[config.mk]
export PLATFORM = sky130hd
export DESIGN_NAME = pc_fetch_unit_flat
export DESIGN_NICKNAME = d
export VERILOG_FILES = /design/src/rtl/pc_fetch_if.sv /design/src/rtl/pc_fetch_unit.sv /design/src/flat_wrapper.sv
export SDC_FILE = /design/constraint.sdc
export NUM_CORES = 1
export LEC_CHECK = 0
export CORE_ASPECT_RATIO = 1.75
export CORE_MARGIN = 3
export CORE_UTILIZATION = 44
export CTS_BUF_LIST = sky130_fd_sc_hd__clkbuf_8
export DETAILED_ROUTE_END_ITERATION = 10
export PLACE_DENSITY = 0.82
export SKIP_CTS_REPAIR_TIMING = 1
export SLEW_MARGIN = 0
export SYNTH_ARGS = -nofsm -noshare
export SYNTH_HDL_FRONTEND = slang
export SYNTH_SLANG_ARGS = --single-unit
[constraint.sdc]
create_clock -name clk -period 3.7 [get_ports clk]
set_input_delay 0.74 -clock clk [delete_from_list [all_inputs] [get_ports clk]]
set_output_delay 0.74 -clock clk [all_outputs]
set_load 0.02 [all_outputs]
[src/rtl/pc_fetch_if.sv]
// pc_fetch_if: EX/hazard-side control into the fetch unit and the IF/ID state it returns.
interface pc_fetch_if #(parameter int WIDTH = 32);
    logic             stall;
    logic             redirect;
    logic             jalr;
    logic [WIDTH-1:0] ex_pc;
    logic [WIDTH-1:0] rs1;
    logic [WIDTH-1:0] immext;
    logic [WIDTH-1:0] pc;
    logic [WIDTH-1:0] id_pc;
    logic [WIDTH-1:0] id_pc4;
    logic             id_valid;
    logic             misalign;
    logic             halted;
    modport master (
        output stall, redirect, jalr, ex_pc, rs1, immext,
        input  pc, id_pc, id_pc4, id_valid, misalign, halted
    );
    modport slave (
        input  stall, redirect, jalr, ex_pc, rs1, immext,
        output pc, id_pc, id_pc4, id_valid, misalign, halted
    );
endinterface

[src/rtl/pc_fetch_unit.sv]
// pc_fetch_unit: program counter plus IF/ID register with redirect flush and sticky misalign halt.
module pc_fetch_unit #(
    parameter int               WIDTH        = 32,
    parameter logic [WIDTH-1:0] RESET_VECTOR = '0,
    parameter int               IALIGN       = 4
) (
    input logic       clk,
    input logic       rst,
    pc_fetch_if.slave bus
);
    typedef enum logic {RUN, HALT} state_t;
    state_t           state;
    logic [WIDTH-1:0] pc, id_pc, id_pc4, sum, target;
    logic             id_valid, misalign, bad;
    assign sum    = bus.jalr ? bus.rs1 + bus.immext : bus.ex_pc + bus.immext;
    // JALR clears bit 0 of the computed address before the alignment check
    assign target = {sum[WIDTH-1:1], sum[0] & ~bus.jalr};
    assign bad    = (IALIGN == 2) ? target[0] : |target[1:0];
    always_ff @(posedge clk) begin
        if (rst) begin
            state    <= RUN;
            pc       <= RESET_VECTOR;
            id_pc    <= '0;
            id_pc4   <= '0;
            id_valid <= 1'b0;
            misalign <= 1'b0;
        end else if (state == RUN) begin
            if (bus.redirect) begin
                id_valid <= 1'b0;
                if (bad) begin
                    misalign <= 1'b1;
                    state    <= HALT;
                end else begin
                    pc <= target;
                end
            end else if (!bus.stall) begin
                id_pc    <= pc;
                id_pc4   <= pc + WIDTH'(4);
                id_valid <= 1'b1;
                pc       <= pc + WIDTH'(4);
            end
        end
    end
    assign bus.pc       = pc;
    assign bus.id_pc    = id_pc;
    assign bus.id_pc4   = id_pc4;
    assign bus.id_valid = id_valid;
    assign bus.misalign = misalign;
    assign bus.halted   = (state == HALT);
endmodule
[src/flat_wrapper.sv]
// flat-port wrapper written by rule: the top's interface ports become plain ports
module pc_fetch_unit_flat 
#(
    parameter int               WIDTH        = 32,
    parameter logic [WIDTH-1:0] RESET_VECTOR = '0,
    parameter int               IALIGN       = 4
)
  (clk, rst, bus_stall, bus_redirect, bus_jalr, bus_ex_pc, bus_rs1, bus_immext, bus_pc, bus_id_pc, bus_id_pc4, bus_id_valid, bus_misalign, bus_halted);
  pc_fetch_if #(.WIDTH(WIDTH)) bus_i ();
  input logic clk;
  input logic rst;
  input wire logic [$bits(bus_i.stall)-1:0] bus_stall;
  input wire logic [$bits(bus_i.redirect)-1:0] bus_redirect;
  input wire logic [$bits(bus_i.jalr)-1:0] bus_jalr;
  input wire logic [$bits(bus_i.ex_pc)-1:0] bus_ex_pc;
  input wire logic [$bits(bus_i.rs1)-1:0] bus_rs1;
  input wire logic [$bits(bus_i.immext)-1:0] bus_immext;
  output wire logic [$bits(bus_i.pc)-1:0] bus_pc;
  output wire logic [$bits(bus_i.id_pc)-1:0] bus_id_pc;
  output wire logic [$bits(bus_i.id_pc4)-1:0] bus_id_pc4;
  output wire logic [$bits(bus_i.id_valid)-1:0] bus_id_valid;
  output wire logic [$bits(bus_i.misalign)-1:0] bus_misalign;
  output wire logic [$bits(bus_i.halted)-1:0] bus_halted;
  assign bus_i.stall = bus_stall;
  assign bus_i.redirect = bus_redirect;
  assign bus_i.jalr = bus_jalr;
  assign bus_i.ex_pc = bus_ex_pc;
  assign bus_i.rs1 = bus_rs1;
  assign bus_i.immext = bus_immext;
  assign bus_pc = bus_i.pc;
  assign bus_id_pc = bus_i.id_pc;
  assign bus_id_pc4 = bus_i.id_pc4;
  assign bus_id_valid = bus_i.id_valid;
  assign bus_misalign = bus_i.misalign;
  assign bus_halted = bus_i.halted;
  pc_fetch_unit #(.WIDTH(WIDTH), .RESET_VECTOR(RESET_VECTOR), .IALIGN(IALIGN)) u_core (.clk(clk), .rst(rst), .bus(bus_i));
endmodule
==> flow_summary.toml, run 1 <==
[worst_setup_path]
path_cells = "clkdlybuf4s50_1, mux2_2, ha_1, inv_1, fa_1, nand2b_1, a21oi_1, a211oi_1, o31ai_1, buf_4, a31oi_1, buf_4, xnor2_1, nand2_1, a21oi_1"
crit_path_max_incr_delay_ns = 0.45
r2r_setup_slack_ns = 0.81
cpMaxStageDelayCell = "clkdlybuf4s50_1"
critPathArrivalTime_ns = 3.66
cp_max_fo = 3
startpoint_type = "primary input"
end_kind = "flip-flop"
cp.required_ns = 3.99
worstSetupPathType = "primary input to flip-flop"

[pwr]
irDropWorstVdd_mv = 0.193
power.leakage_nw = 3.52
power_density_nw_per_um2 = 342

[floorplan]
die_area_sq_um = 16100
initial_core_util = 0.455
io_pins = 200
die_h_microns = 165
core_area_sq_um = 14000
die_w_microns = 97.1
std_cell_rows = 57

[drt]
drc = 0
drt-initial-drc-count = 369
via_per_inst = 5.47
wire_per_inst_microns = 15.8
num_vias = 6713
routed_wl_microns = 19400
antenna_left = 0
first_pass_iters = 4

[sta]
finalCritPeriodShare = 0.910
rsz0062_at_grt = "false"
fmaxAchievable_ghz = 0.297
setup_viol = 0
hold_viol_final = 0
slew_headroom = 0.344
holdWs_ns = 0.463
worst_slew_pin_slew_ns = 0.985
report.final.slew_viol_count = 0
skew_ns = 0.00735
period_minus_slack_ns = 3.37

[global_routing]
grt_usage = 0.231
grt_pass1_wl_microns = 30900
antenna_found_initial = 1
grt_max_degree = 97
grt.overflow.total = 0
grt_pass1_vias = 6385

[cts]
worstSkewPairLatency_ns = 0.37
cts_made_buffers = 9
cts_tree = "yes"
clockBufferDepth = 2
clk_pin_slew_ns = 0.09
cts.sinks = 97
h-tree-depth = 3
clockRootBuffer = "clkbuf_8"

[synth]
synth_cells = 819
synth_flop_cell = "dfxtp_1"
synth_nets = 953
yosys_warnings = 0
synth_top_area_frac = 0.304
synthArstFlopShare = 0
ys_seq_area_frac = 0.304
yosysUniqueCellTypes = 63
synthTopCellsByArea = "dfxtp_1, a21oi_1, ha_1"
synth_area_leader_cell = "dfxtp_1"
synth_edf_count = 0
syn_avg_cell_area_sq_um = 7.81
netlist_area_sq_um = 6390
ys_ff_latch = 97

[place]
gp_congestion = 0.898
portBuffers = 199
dp_hpwl_microns = 15200
dpl_cell_area_sq_um = 8990

[layout]
final_area_sq_um = 9250
syn2layout_area_growth_pct = 44.7
postLayoutCoreUtil = 0.658
final_cell_mix = "clkdlybuf4s50_1, nand2_1, dfxtp_1"
drive_above_1_share = 0.148
mostFrequentLayoutCell = "clkdlybuf4s50_1"
nets = 1179

[run]
drv_cap = 0

[run_status]
outcome = "finished clean"

[min_path]
hold_path.class = "flip-flop to flip-flop"
[path summary, 6_finish.rpt]
check                                         from                               end  depth (start not counted)
setup reg to reg     u_core.bus.pc[2]$_SDFFE_PP0P_    u_core.bus.pc[26]$_SDFFE_PP0P_                          9
hold reg to reg   u_core.bus.id_pc[4]$_SDFFE_PP0P_  u_core.bus.id_pc[4]$_SDFFE_PP0P_                          2
hold / removal    u_core.bus.id_pc[4]$_SDFFE_PP0P_  u_core.bus.id_pc[4]$_SDFFE_PP0P_                          2
setup / recovery                        bus_rs1[0]    u_core.bus.pc[20]$_SDFFE_PP0P_                         15
[per-layer routing]
layer	vias to the layer above	wire length, microns	track usage
met5	-	0	0
met4	0	560	0.0958
met3	32	847	0.0269
met2	215	10300	0.425
met1	3097	7640	0.272
li1	3369	-	-
[metrics by stage]
step                      setup TNS [ns]  cells  setup slack, ns  total power, mW
after detailed placement           -5.31   1211           -0.424             2.42
final                                  0   1228            0.332             3.16
after CTS                        -0.0472   1227          -0.0345             3.16
after floorplan                        0    819            0.119             1.87
after global routing                   0   1228            0.178             3.33
after global placement             -4.23   1211           -0.347             2.40
[sequential cells by signal, indices dropped and copies added, names as in the netlist]
register             cells
u_core.bus.halted        1
u_core.bus.id_valid      1
u_core.bus.id_pc4       32
u_core.bus.pc           32
u_core.bus.id_pc        30
u_core.bus.misalign      1
[cells in the mapped netlist, types with 2 or more instances]
| cell type | instances |
|---|---|
| o21bai_1 | 4 |
| nor2_1 | 66 |
| and3_1 | 11 |
| o21ai_1 | 3 |
| o21ai_0 | 42 |
| o21a_1 | 7 |
| nor3b_1 | 2 |
| nand2b_1 | 8 |
| buf_4 | 3 |
| xor2_1 | 16 |
| a21boi_0 | 3 |
| nand4_1 | 12 |
| o211ai_1 | 4 |
| a31oi_1 | 12 |
| dfxtp_1 | 97 |
| mux2_2 | 30 |
| nand3_1 | 16 |
| nor4_1 | 5 |
| a221oi_1 | 8 |
| o22ai_1 | 3 |
| nand3b_1 | 2 |
| o31ai_1 | 5 |
| a22oi_1 | 4 |
| mux2i_1 | 7 |
| a21o_1 | 17 |
| or2_2 | 6 |
| or3_1 | 4 |
| and3_4 | 2 |
| buf_1 | 3 |
| xnor2_1 | 36 |
| and4_1 | 2 |
| nor3_1 | 11 |
| nand3_2 | 2 |
| a21oi_1 | 92 |
| ha_1 | 32 |
| clkbuf_1 | 52 |
| o41ai_1 | 2 |
| nand2_1 | 103 |
| buf_2 | 4 |
| nor2b_1 | 3 |
| a211oi_1 | 36 |
| inv_1 | 21 |
[where the power goes]
| group | leakage (nW) | total, mW | switching (mW) | internal, mW |
|---|---|---|---|---|
| clock network | 0.106 | 0.754 | 0.374 | 0.380 |
| logic | 2.62 | 1.20 | 0.591 | 0.605 |
| registers | 0.791 | 1.21 | 0.0969 | 1.12 |
| total | 3.52 | 3.16 | 1.06 | 2.10 |
[logic make-up (layout without fill, tap and decap cells)]
logic type,after synthesis,count (layout),share of synthesized area
fa+ha+maj,33,33,0.0658
compound gates,250,250,0.241
mux,37,37,0.0638
simple gates,266,266,0.203
flops,97,97,0.304
buf+inv,84,315,0.0521
other cells,0,1,0
xor+xnor,52,52,0.0712
[worst max-delay path, delay by kind of cell]
family / cells / cell delay [ns]
xor+xnor: 1 / 0.14
buf+inv: 4 / 0.80
simple gates: 2 / 0.27
fa+ha+maj: 2 / 0.56
mux: 1 / 0.14
compound gates: 5 / 0.99
[final cells by class]
type / instances / area, sq um
clock inverters: 7 / 93.8
multi-input cells: 638 / 4170
fillers: 1152 / 4800
repair buffers: 278 / 2620
flip-flops and latches: 97 / 1940
well taps: 177 / 221
inverters: 21 / 78.8
diodes: 1 / 2.50
clock buffers: 9 / 124
No activity file was read; power rests on OpenSTA's default activity.
==> run 2: changes to the inputs <==
- CORE_MARGIN: 3 -> 2
==> run 2 against run 1 <==
Highest routed layer unchanged. Core utilization shrank 1.5 points. Die area decreased by 3.2%. Critical path depth down 3. Global-route usage up 2.1 points. Critical endpoint is now u_core.bus.pc[31]$_SDFFE_PP0P_. Clock-buffer cell count grew 1. Sequential share of layout area up 0.12 points. Worst hold slack worse by 0.0091 ns. Combinational power about the same. Largest cell class unchanged. Largest power group unchanged. Sequential power about the same. Clock skew rose by 0.0019 ns.
==> flow_summary.toml, run 2 (synthesized netlist as in run 1, its figures left out) <==
[cts]
worstSkewPairLatency_ns = 0.37
clk_pin_slew_ns = 0.09
cts_made_buffers = 9
cts_tree = "yes"
cts.sinks = 97
clockRootBuffer = "clkbuf_8"
clockBufferDepth = 2
h-tree-depth = 3

[worst_setup_path]
worstSetupPathType = "primary input to flip-flop"
end_kind = "flip-flop"
cp.required_ns = 4.00
cp_max_fo = 15
startpoint_type = "primary input"
critPathArrivalTime_ns = 3.65

[sta]
rsz0062_at_grt = "false"
worst_slew_pin_slew_ns = 0.752
holdWs_ns = 0.454
period_minus_slack_ns = 3.35
finalCritPeriodShare = 0.906
setup_viol = 0
fin_setup_tns_ns = 0
slew_headroom = 0.499
report.final.slew_viol_count = 0
hold_viol_final = 0
skew_ns = 0.00923
fmaxAchievable_ghz = 0.298

[global_routing]
grt_pass1_vias = 6628
grt_max_degree = 94
grt_usage = 0.253
grt_pass1_wl_microns = 31600
grt.overflow.total = 0
antenna_found_initial = 0

[pwr]
seqPwrFrac = 0.392
switching_share = 0.337
clockPowerShare = 0.219
power.internal_mw = 2.04
irDropWorstVdd_mv = 0.173
combPwrFrac = 0.390
switchingPower_mw = 1.04
power.leakage_nw = 3.53
power_density_nw_per_um2 = 335
power_mw = 3.08

[floorplan]
io_pins = 200
std_cell_rows = 58
core_area_sq_um = 14300
die_h_microns = 163
initial_core_util = 0.447
die_w_microns = 95.1
die_area_sq_um = 15500

[place]
portBuffers = 199
dpl_cell_area_sq_um = 9000
gp_congestion = 0.870
dp_hpwl_microns = 15300

[drt]
via_per_inst = 5.51
drc = 0
num_vias = 6793
routed_wl_microns = 19500
drt-initial-drc-count = 392
wire_per_inst_microns = 15.8
antenna_left = 0
first_pass_iters = 5

[run]
drv_cap = 0

[layout]
final_area_sq_um = 9200
mostFrequentLayoutCell = "clkdlybuf4s50_1"
nets = 1181
fillCellCount = 1227
postLayoutCoreUtil = 0.643
reg_top3 = "u_core.bus.id_pc4 x32, u_core.bus.pc x32, u_core.bus.id_pc x30"
final_cell_mix = "clkdlybuf4s50_1, nand2_1, dfxtp_1"
antennaDiodeCount = 0
drive_above_1_share = 0.140
syn2layout_area_growth_pct = 43.8

[run_status]
outcome = "finished clean"

[min_path]
hold_path.class = "flip-flop to flip-flop"
[run 2: cell types whose count changed in the layout (fill, tap and decap cells not counted), moves of 2 or more]
cell        previous run  this run
buf_4                 77        79
o21ai_2                2         0
clkinvlp_4             2         0
inv_1                 21        24
[run 2: worst max-delay path, cell delays in order]
cell            delay, ns
dlymetal6s2s_1       0.21
buf_12               0.19
mux2_2               0.34
ha_1                 0.32
and3_1               0.21
or4b_1               0.45
o22ai_1              0.21
o21ai_1              0.18
o21ai_1              0.31
nand4_1              0.16
mux2i_1              0.14
nor3_1               0.17
[run 2: final timing paths]
path,startpoint,end,slack [ns],cells after the start
hold / removal,u_core.bus.id_pc[4]$_SDFFE_PP0P_,u_core.bus.id_pc[4]$_SDFFE_PP0P_,0.45,2
setup / recovery,bus_jalr,u_core.bus.pc[31]$_SDFFE_PP0P_,0.35,12
hold reg to reg,u_core.bus.id_pc[4]$_SDFFE_PP0P_,u_core.bus.id_pc[4]$_SDFFE_PP0P_,0.45,2
setup reg to reg,u_core.bus.pc[3]$_SDFFE_PP0P_,u_core.bus.pc[26]$_SDFFE_PP0P_,0.90,9
[run 2: area by class of cell]
| class | count | area [sq um] | share of cell area |
|---|---|---|---|
| tap | 180 | 225 | 0.0245 |
| inverter | 21 | 78.8 | 0.00857 |
| clock inverter | 6 | 51.3 | 0.00558 |
| sequential | 97 | 1940 | 0.211 |
| clock buffer | 10 | 138 | 0.0150 |
| multi-input combinational | 638 | 4130 | 0.449 |
| timing repair buffer | 280 | 2630 | 0.286 |
[run 2: routing by layer]
layer | wire, microns | GRT usage | up-vias
li1 | - | - | 3380
met1 | 7570 | 0.293 | 3145
met2 | 10400 | 0.461 | 234
met3 | 996 | 0.0360 | 34
met4 | 535 | 0.0909 | 0
met5 | 0 | 0 | -
[run 2: power groups by stage]
stage               clock network [mW]  registers [mW]  logic [mW]
floorplan                            0            1.29       0.585
global placement                     0            1.23        1.18
detailed placement                   0            1.23        1.19
CTS                              0.678            1.20        1.20
global route                     0.719            1.22        1.31
finish                           0.674            1.21        1.20
[run 2: per-stage QoR]
step	instances	worst slack (ns)
after CTS	1232	-0.0851
after global placement	1216	-0.387
after global routing	1232	0.220
after detailed placement	1216	-0.461
final	1232	0.349
after floorplan	819	0.119
